### src/rtl/tag_rx_integ_dump.sv
// Integrate-and-dump of tag RX baseband after the sync preamble. Emits one I/Q
// sum per symbol through a small first-word-fall-through FIFO on a valid/ready stream.
module tag_rx_integ_dump #(
    parameter int DATA_WIDTH    = 16,
    parameter int ACC_WIDTH     = 32,
    parameter int NSYMB_WIDTH   = 16,
    parameter int NSYMB         = 64,
    parameter int CNT_WIDTH     = 16,
    parameter int SAMP_PER_SYMB = 8000,
    parameter int FIFO_AW       = 2
) (
    input  logic                          clk,
    input  logic                          reset,
    input  logic signed [DATA_WIDTH-1:0]  irx_in,
    input  logic signed [DATA_WIDTH-1:0]  qrx_in,
    input  logic                          in_valid,
    input  logic                          in_sync,
    output logic signed [ACC_WIDTH-1:0]   out_i,
    output logic signed [ACC_WIDTH-1:0]   out_q,
    output logic [NSYMB_WIDTH-1:0]        out_symb,
    output logic                          out_tvalid,
    output logic                          out_tlast,
    input  logic                          out_tready,
    output logic                          overflow,
    output logic [1:0]                    state
);

    localparam int DEPTH = 1 << FIFO_AW;
    localparam logic [CNT_WIDTH-1:0]   LAST_SAMP = CNT_WIDTH'(SAMP_PER_SYMB - 1);
    localparam logic [NSYMB_WIDTH-1:0] LAST_SYMB = NSYMB_WIDTH'(NSYMB - 1);

    typedef enum logic [1:0] {
        S_IDLE = 2'b00,
        S_SYNC = 2'b01,
        S_ACQ  = 2'b10,
        S_DONE = 2'b11
    } state_e;

    typedef struct packed {
        logic signed [ACC_WIDTH-1:0] i;
        logic signed [ACC_WIDTH-1:0] q;
        logic [NSYMB_WIDTH-1:0]      symb;
        logic                        last;
    } entry_t;

    typedef logic [FIFO_AW:0] ptr_t;

    state_e                       state_q, state_d;
    logic signed [ACC_WIDTH-1:0]  acc_i_q, acc_i_d, acc_q_q, acc_q_d;
    logic [CNT_WIDTH-1:0]         cnt_q, cnt_d;
    logic [NSYMB_WIDTH-1:0]       symb_q, symb_d;
    logic                         ovf_q, ovf_d;
    entry_t                       mem_q [DEPTH];
    ptr_t                         wr_ptr_q, rd_ptr_q;

    logic signed [ACC_WIDTH-1:0]  samp_i, samp_q, sum_i, sum_q;
    logic                         push_req, fifo_we, pop, full;
    entry_t                       push_entry, head;

    assign samp_i = {{(ACC_WIDTH-DATA_WIDTH){irx_in[DATA_WIDTH-1]}}, irx_in};
    assign samp_q = {{(ACC_WIDTH-DATA_WIDTH){qrx_in[DATA_WIDTH-1]}}, qrx_in};
    assign sum_i  = acc_i_q + samp_i;
    assign sum_q  = acc_q_q + samp_q;

    assign out_tvalid = (wr_ptr_q != rd_ptr_q);
    assign full       = (wr_ptr_q[FIFO_AW] != rd_ptr_q[FIFO_AW]) &&
                        (wr_ptr_q[FIFO_AW-1:0] == rd_ptr_q[FIFO_AW-1:0]);
    assign pop        = out_tvalid & out_tready;
    // A full FIFO still takes the write if the head leaves in the same cycle.
    assign fifo_we    = push_req & (~full | pop);

    always_comb begin
        state_d    = state_q;
        acc_i_d    = acc_i_q;
        acc_q_d    = acc_q_q;
        cnt_d      = cnt_q;
        symb_d     = symb_q;
        ovf_d      = ovf_q;
        push_req   = 1'b0;
        push_entry = '0;
        case (state_q)
            S_IDLE: begin
                if (in_valid && in_sync) begin
                    state_d = S_SYNC;
                    ovf_d   = 1'b0;
                    symb_d  = '0;
                    acc_i_d = '0;
                    acc_q_d = '0;
                    cnt_d   = '0;
                end
            end
            S_SYNC: begin
                if (!in_valid) begin
                    state_d = S_IDLE;
                end else if (!in_sync) begin
                    state_d = S_ACQ;
                    acc_i_d = samp_i;
                    acc_q_d = samp_q;
                    cnt_d   = CNT_WIDTH'(1);
                    symb_d  = '0;
                end
            end
            S_ACQ: begin
                if (!in_valid || in_sync) begin
                    state_d = in_valid ? S_SYNC : S_IDLE;
                    acc_i_d = '0;
                    acc_q_d = '0;
                    cnt_d   = '0;
                    if (in_valid) symb_d = '0;
                end else if (cnt_q == LAST_SAMP) begin
                    push_req        = 1'b1;
                    push_entry.i    = sum_i;
                    push_entry.q    = sum_q;
                    push_entry.symb = symb_q;
                    push_entry.last = (symb_q == LAST_SYMB);
                    acc_i_d         = '0;
                    acc_q_d         = '0;
                    cnt_d           = '0;
                    symb_d          = symb_q + NSYMB_WIDTH'(1);
                    if (symb_q == LAST_SYMB) state_d = S_DONE;
                end else begin
                    acc_i_d = sum_i;
                    acc_q_d = sum_q;
                    cnt_d   = cnt_q + CNT_WIDTH'(1);
                end
            end
            S_DONE: begin
                if (!in_valid) state_d = S_IDLE;
            end
            default: state_d = S_IDLE;
        endcase
        if (push_req && !fifo_we) ovf_d = 1'b1;
    end

    always_ff @(posedge clk or posedge reset) begin
        if (reset) begin
            state_q  <= S_IDLE;
            acc_i_q  <= '0;
            acc_q_q  <= '0;
            cnt_q    <= '0;
            symb_q   <= '0;
            ovf_q    <= 1'b0;
            wr_ptr_q <= '0;
            rd_ptr_q <= '0;
            for (int k = 0; k < DEPTH; k++) mem_q[k] <= '0;
        end else begin
            state_q <= state_d;
            acc_i_q <= acc_i_d;
            acc_q_q <= acc_q_d;
            cnt_q   <= cnt_d;
            symb_q  <= symb_d;
            ovf_q   <= ovf_d;
            if (fifo_we) begin
                mem_q[wr_ptr_q[FIFO_AW-1:0]] <= push_entry;
                wr_ptr_q <= wr_ptr_q + ptr_t'(1);
            end
            if (pop) rd_ptr_q <= rd_ptr_q + ptr_t'(1);
        end
    end

    assign head      = mem_q[rd_ptr_q[FIFO_AW-1:0]];
    assign out_i     = head.i;
    assign out_q     = head.q;
    assign out_symb  = head.symb;
    assign out_tlast = out_tvalid & head.last;
    assign overflow  = ovf_q;
    assign state     = state_q;

endmodule

### config.mk
export PLATFORM = sky130hd
export DESIGN_NAME = tag_rx_integ_dump
export DESIGN_NICKNAME = d
export VERILOG_FILES = /design/src/rtl/tag_rx_integ_dump.sv
export SDC_FILE = /design/constraint.sdc
export NUM_CORES = 1
export LEC_CHECK = 0
export ABC_AREA = 1
export CAP_MARGIN = 20
export CORE_UTILIZATION = 63
export CTS_CLUSTER_SIZE = 12
export DETAILED_ROUTE_END_ITERATION = 10
export HOLD_SLACK_MARGIN = 0.12
export PLACE_DENSITY = 0.91
export SLEW_MARGIN = 20
export SYNTH_ARGS = -nofsm -noshare
export SYNTH_HDL_FRONTEND = slang
export SYNTH_SLANG_ARGS = --single-unit
export TNS_END_PERCENT = 10
### constraint.sdc
create_clock -name clk -period 39.9 [get_ports clk]
set_clock_uncertainty 0.15 [all_clocks]
set_input_delay 7.98 -clock clk [delete_from_list [all_inputs] [get_ports clk]]
set_output_delay 7.98 -clock clk [all_outputs]
set_load 0.02 [all_outputs]
==> flow_metrics.tcl, run 1 <==
set metrics [dict create \
    status "finished clean" \
    synth_edf_count 0 \
    syn_nets 3360 \
    cp-end-kind "primary output" \
    hold_class "reg -> reg" \
    syn_to_final_growth_pct 11.75 \
    antenna_found_initial 1 \
    gr-usage-all-layers_pct 36.13 \
    clock-sinks 429 \
    crit_end "out_q[29]" \
    synth-seq-cells 429 \
    initial_core_util_pct 64.47 \
    cp.required_ns 31.77 \
    worstSetupPathDepth 5 \
    gp_congestion 0.9438 \
    min_period_ns 12.39 \
    min_period_over_period_pct 31.04 \
    fmax_mhz 80.74 \
    max_slew_margin_pct 22.15 \
    cts_tree "built" \
    dpl_cell_area_um2 25120 \
    ir_worst_vdd_mv 0.04249 \
    seqCellArea_um2 10740 \
    synth.distinct_cells 48 \
    hpwl_um 44580 \
    final_nets 3399 \
    worstSetupPathType "reg -> out" \
    layout_common_cells "nand2_1, o21ai_0, dfrtp_1" \
    path_delay_family "buffers and inverters" \
    grt_pass1_vias 21705 \
    grt_max_degree 133 \
    drt_iter0_drc 2720 \
    clock_latency_ns 0.60 \
    grt_overflow 0 \
    rsz0062_at_grt "false" \
    synth.avg_cell_area_um2 7.318 \
    crit_fanout 104 \
    cts_hold_buf 0 \
    whs_ns 0.3285 \
    final_common_cell "nand2_1" \
    die-area_um2 38510 \
    tightestPinTransition_ns 1.168 \
    postRouteAntennaNets 0 \
    tns_ns 0 \
    critPathBufInv 3 \
    grt_pass1_wl_um 110600 \
    path_clk_slew_ns 0.06 \
    finalWirelength_um 68860 \
    r2r_start "rd_ptr_q[1]" \
    r2r_slack_ns 34.97 \
    power_density_nw_per_um2 65.42 \
    critPathArrivalTime_ns 4.26 \
    startpoint "rd_ptr_q[0]" \
    syn_inst 3248 \
    root_buffer "clkbuf_16" \
    p_leak_nw 13.63 \
    fillers 2793 \
    setup_viol 0 \
    setup_ws_ns 27.51 \
    cts_max_path_buffers 3 \
    io_buffers 121 \
    ys.flop_type "dfrtp_1" \
    antenna_cells 0 \
    slowest_stage "buf_4" \
    cts_made_buffers 45 \
    yosys_warnings 0 \
    r2r_end "mem_q[242]" \
    ys_seq_area_share_pct 45.16 \
    routed_via_density 5.928 \
    synth_area_um2 23770 \
    worstPathCellList "inv_4, buf_4, o21ai_0, o22ai_1, clkdlybuf4s50_1" \
    htree_num_levels 2 \
    maxCapViolCount 0 \
    startpoint_type "flip-flop" \
    num_vias 22597 \
    reg2regPathDepth 13 \
    wl_per_cell_um 18.06 \
    fp.dieH_um 196.2 \
    maxSlewViolCount 0 \
    drive_gt1_share_pct 3.235 \
    max_stage_delay_ns 0.90 \
    post_cts.repair.setup_buffers 0 \
    finalInstanceArea_um2 26560 \
    coreArea_um2 36870 \
    pin_count 122 \
    finalHoldViolCount 0 \
    num_rows 70 \
    drt-pass1-iter-count 6 \
    drc 0 \
    die_w_um 196.2 \
    multi_input_area_um2 11270 \
    async_flop_share_pct 100.0 \
    place_worst_setup_slack_ns 28.29 \
    cts_resized 0 \
]
## logic make-up after synthesis
logic type / share of synthesized area [%]
and+or+nand+nor: 26.61
DFF: 45.16
buffers and inverters: 7.438
xor gates and xnor gates: 1.695
AOI/OAI and AO/OA: 15.09
adders and majority gates: 4.011
## worst register-to-register path: stages (launching register included)
cell and delay [ns]:
dfrtp_2 0.38, buf_4 0.41, clkinv_2 0.12, buf_4 0.72, nand2_1 0.16, a21oi_1 0.19
nand2_1 0.11, inv_1 0.15, nor2_8 0.09, nand2_4 0.37, buf_4 0.92, clkinv_1 0.75
nand3_1 0.22, nand2_1 0.07
## synthesized netlist by cell type (22+ instances only)
master,instances,area [µm²]
dfrtp_1,429,10740
ha_1,73,913.4
clkbuf_1,95,356.6
xor2_1,22,192.7
nand2_1,1124,4219
nand4_1,22,137.6
nand3_1,104,520.5
nor3_1,27,135.1
nor2_1,269,1010
inv_1,285,1070
o22ai_1,81,506.7
buf_2,42,210.2
o21ai_1,66,330.3
xnor2_1,24,210.2
o21ai_0,438,2192
a21oi_1,53,265.3
## layout make-up
cell class / count / share of cell area, %
Clock buffer: 58 / 4.724
Clock inverter: 10 / 0.6971
Sequential cell: 429 / 40.43
Timing Repair Buffer: 139 / 5.097
Inverter: 296 / 4.239
Multi-Input combinational cell: 2376 / 42.44
Tap cell: 504 / 2.374
## sequential cells by signal, indices dropped and copies added, names as in the netlist
signal and cells:
symb_q 16, overflow 1, mem_q 324, cnt_q 16, acc_i_q 32, wr_ptr_q 3, rd_ptr_q 3, state 2
acc_q_q 32
## report_power, final
group | total, mW | switching [mW] | internal (mW)
logic | 0.832 | 0.569 | 0.263
registers | 0.487 | 0.0290 | 0.458
clock network | 0.418 | 0.178 | 0.241
total | 1.74 | 0.776 | 0.962
## worst min-delay path by stage
stage	from	endpoint	slack [ns]	cells after the start
5_1_grt	mem_q[232]	mem_q[232]	0.34	2
2_1_floorplan	mem_q[161]	mem_q[161]	0.29	2
6_report	mem_q[94]	mem_q[94]	0.33	2
4_1_cts	mem_q[123]	mem_q[123]	0.33	2
3_5_place_dp	mem_q[119]	mem_q[119]	0.31	2
3_3_place_gp	mem_q[154]	mem_q[154]	0.31	2
## stage by stage
stage / std cells / utilization [%] / power [mW]
detailed placement: 3744 / 68.11 / 1.299
global placement: 3744 / 68.11 / 1.284
global route: 3812 / 72.04 / 1.821
floorplan: 3248 / - / 0.9940
CTS: 3812 / 72.02 / 1.721
finish: 3812 / 72.04 / 1.738
## routing by layer
metal  global-route usage (%)  vias to the layer above  part of all wire, %
li1                         -                    10525                    -
met1                    51.39                    10755                   42
met2                    56.19                     1162                   45
met3                    6.258                      153                  9.6
met4                    12.33                        2                  2.8
met5                        0                        -                0.010
(Power assumes the default switching activity.)
==> inputs of run 2 (changes only) <==
--- a/config.mk
+++ b/config.mk
@@ -7,11 +7,11 @@
 export LEC_CHECK = 0
 export ABC_AREA = 1
 export CAP_MARGIN = 20
-export CORE_UTILIZATION = 63
+export CORE_UTILIZATION = 61
 export CTS_CLUSTER_SIZE = 12
 export DETAILED_ROUTE_END_ITERATION = 10
 export HOLD_SLACK_MARGIN = 0.12
-export PLACE_DENSITY = 0.91
+export PLACE_DENSITY = 0.89
 export SLEW_MARGIN = 20
 export SYNTH_ARGS = -nofsm -noshare
 export SYNTH_HDL_FRONTEND = slang
==> constraint.sdc (replaced) <==
create_clock -name clk -period 11.59 [get_ports clk]
set_clock_uncertainty 0.15 [all_clocks]
set_input_delay 2.318 -clock clk [delete_from_list [all_inputs] [get_ports clk]]
set_output_delay 2.318 -clock clk [all_outputs]
set_load 0.02 [all_outputs]
==> flow_metrics.tcl, run 2 (synthesized netlist as in run 1, its figures left out) <==
set metrics [dict create \
    gp_congestion 0.9559 \
    fillers 3007 \
    syn_to_final_growth_pct 12.04 \
    finalHoldViolCount 0 \
    root_buffer "clkbuf_16" \
    post_cts.repair.setup_buffers 0 \
    die_w_um 199.4 \
    p_leak_nw 13.66 \
    cts_tree "built" \
    cts_max_path_buffers 3 \
    drc 0 \
    status "finished clean" \
    slowest_stage "buf_4" \
    reg.largest.list "mem_q x324, acc_i_q x32, acc_q_q x32" \
    tightestPinTransition_ns 1.082 \
    cts_made_buffers 46 \
    r2r_end "mem_q[152]" \
    clock_latency_ns 0.57 \
    num_rows 71 \
    io_buffers 121 \
    num_vias 22450 \
    ir_worst_vdd_mv 0.1610 \
    coreArea_um2 38020 \
    min_from "mem_q[121]" \
    die-area_um2 39760 \
    path_clk_slew_ns 0.06 \
    grt_pass1_wl_um 107900 \
    rsz0062_at_grt "false" \
    startpoint "rd_ptr_q[0]" \
    use_met3_pct 6.025 \
    hold_class "reg -> reg" \
    gr-usage-all-layers_pct 34.20 \
    reg2regPathDepth 12 \
    maxSlewViolCount 0 \
    postRouteAntennaNets 0 \
    cts_hold_buf 0 \
    hpwl_um 44290 \
    pin_count 122 \
    routed_via_density 5.863 \
    min_period_ns 6.470 \
    grt_util_met1_pct 48.27 \
    wl_per_cell_um 17.55 \
    max_slew_margin_pct 27.84 \
    setup_ws_ns 5.120 \
    antenna_found_initial 0 \
    setup_viol 0 \
    critPathBufInv 3 \
    r2r_start "rd_ptr_q[1]" \
    hold-path-endpoint "mem_q[121]" \
    htree_num_levels 2 \
    layout_common_cells "nand2_1, o21ai_0, dfrtp_1" \
    tns_ns 0 \
    grt_overflow 0 \
    largest_register_ffs 324 \
    finalInstanceArea_um2 26630 \
    min_period_over_period_pct 55.82 \
    fp.dieH_um 199.4 \
    power_density_nw_per_um2 223.5 \
    r2r_slack_ns 6.85 \
    finalWirelength_um 67220 \
    cp-end-kind "primary output" \
    worstPathCellList "inv_4, buf_4, o21ai_0, o22ai_1, clkdlybuf4s50_1" \
    drt_iter0_drc 2474 \
    grt_pass1_vias 21226 \
    whs_ns 0.3281 \
    hold_depth 2 \
    cp.required_ns 9.12 \
    final_common_cell "nand2_1" \
    maxCapViolCount 0 \
    fmax_mhz 154.6 \
    crit_fanout 99 \
    max_stage_delay_ns 0.88 \
    grt_busiest_layer "met2" \
    drt-pass1-iter-count 6 \
    worstSetupPathType "reg -> out" \
    cts_resized 0 \
    startpoint_type "flip-flop" \
    final_nets 3401 \
    place_worst_setup_slack_ns 5.627 \
    initial_core_util_pct 62.52 \
    drive_gt1_share_pct 3.256 \
    top_register "mem_q" \
    grt_max_degree 200 \
    dpl_cell_area_um2 25130 \
    grt.met2_usage_pct 54.12 \
    critPathArrivalTime_ns 4.00 \
    path_delay_family "buffers and inverters" \
    clock-sinks 429 \
]
run 2: cell count changes in the layout (fill, tap and decap cells not counted), moves of 2 or more:
cell	delta
clkbuf_1	+8
clkbuf_16	+2
clkbuf_8	-2
clkinv_16	-2
run 2: routing by layer:
| metal | part of all wire [%] | wire length [µm] |
|---|---|---|
| met2 | 46 | 30590 |
| met5 | 0 | 0 |
| met3 | 9.1 | 6117 |
| met4 | 2.5 | 1658 |
| met1 | 43 | 28860 |
run 2: metrics by stage:
stage | total power [mW] | util [%] | cells
after floorplan | 3.422 | - | 3248
after global placement | 4.373 | 66.10 | 3751
after detailed placement | 4.437 | 66.10 | 3751
after CTS | 5.907 | 69.96 | 3827
after global routing | 6.258 | 70.04 | 3828
final | 5.952 | 70.05 | 3829
run 2: where the power goes:
part | total, mW | leakage [nW] | switching (mW) | internal (mW)
registers | 1.66 | 5.96 | 0.0788 | 1.58
logic | 2.83 | 6.98 | 1.92 | 0.909
clock network | 1.46 | 0.719 | 0.595 | 0.868
total | 5.95 | 13.7 | 2.60 | 3.35
run 2: area by class of cell:
class                   count  area (µm²)  area share (%)
well taps                 511       639.4           2.401
clock inverters            10       161.4          0.6060
clock buffers              66        1308           4.909
inverters                 296        1120           4.205
flip-flops and latches    429       10740           40.33
repair buffers            140        1390           5.219
diodes                      1       2.502        0.009396
multi-input cells        2376       11270           42.32
run 2: worst reg2reg max path, delay by kind of cell, from the launching register on:
| kind | cells | cell delay, ns |
|---|---|---|
| and+or+nand+nor | 6 | 1.09 |
| buffers and inverters | 5 | 2.72 |
| AOI/OAI and AO/OA | 1 | 0.25 |
| DFF | 1 | 0.41 |
run 2: worst max-delay path by stage:
stage	cells past startpoint	end	slack (ns)
3_3_place_gp	12	mem_q[152]	5.76
6_report	5	out_i[31]	5.12
4_1_cts	5	out_q[20]	5.18
2_1_floorplan	1	acc_i_q[0]	3.33
3_5_place_dp	12	mem_q[120]	5.63
5_1_grt	5	out_i[31]	4.93
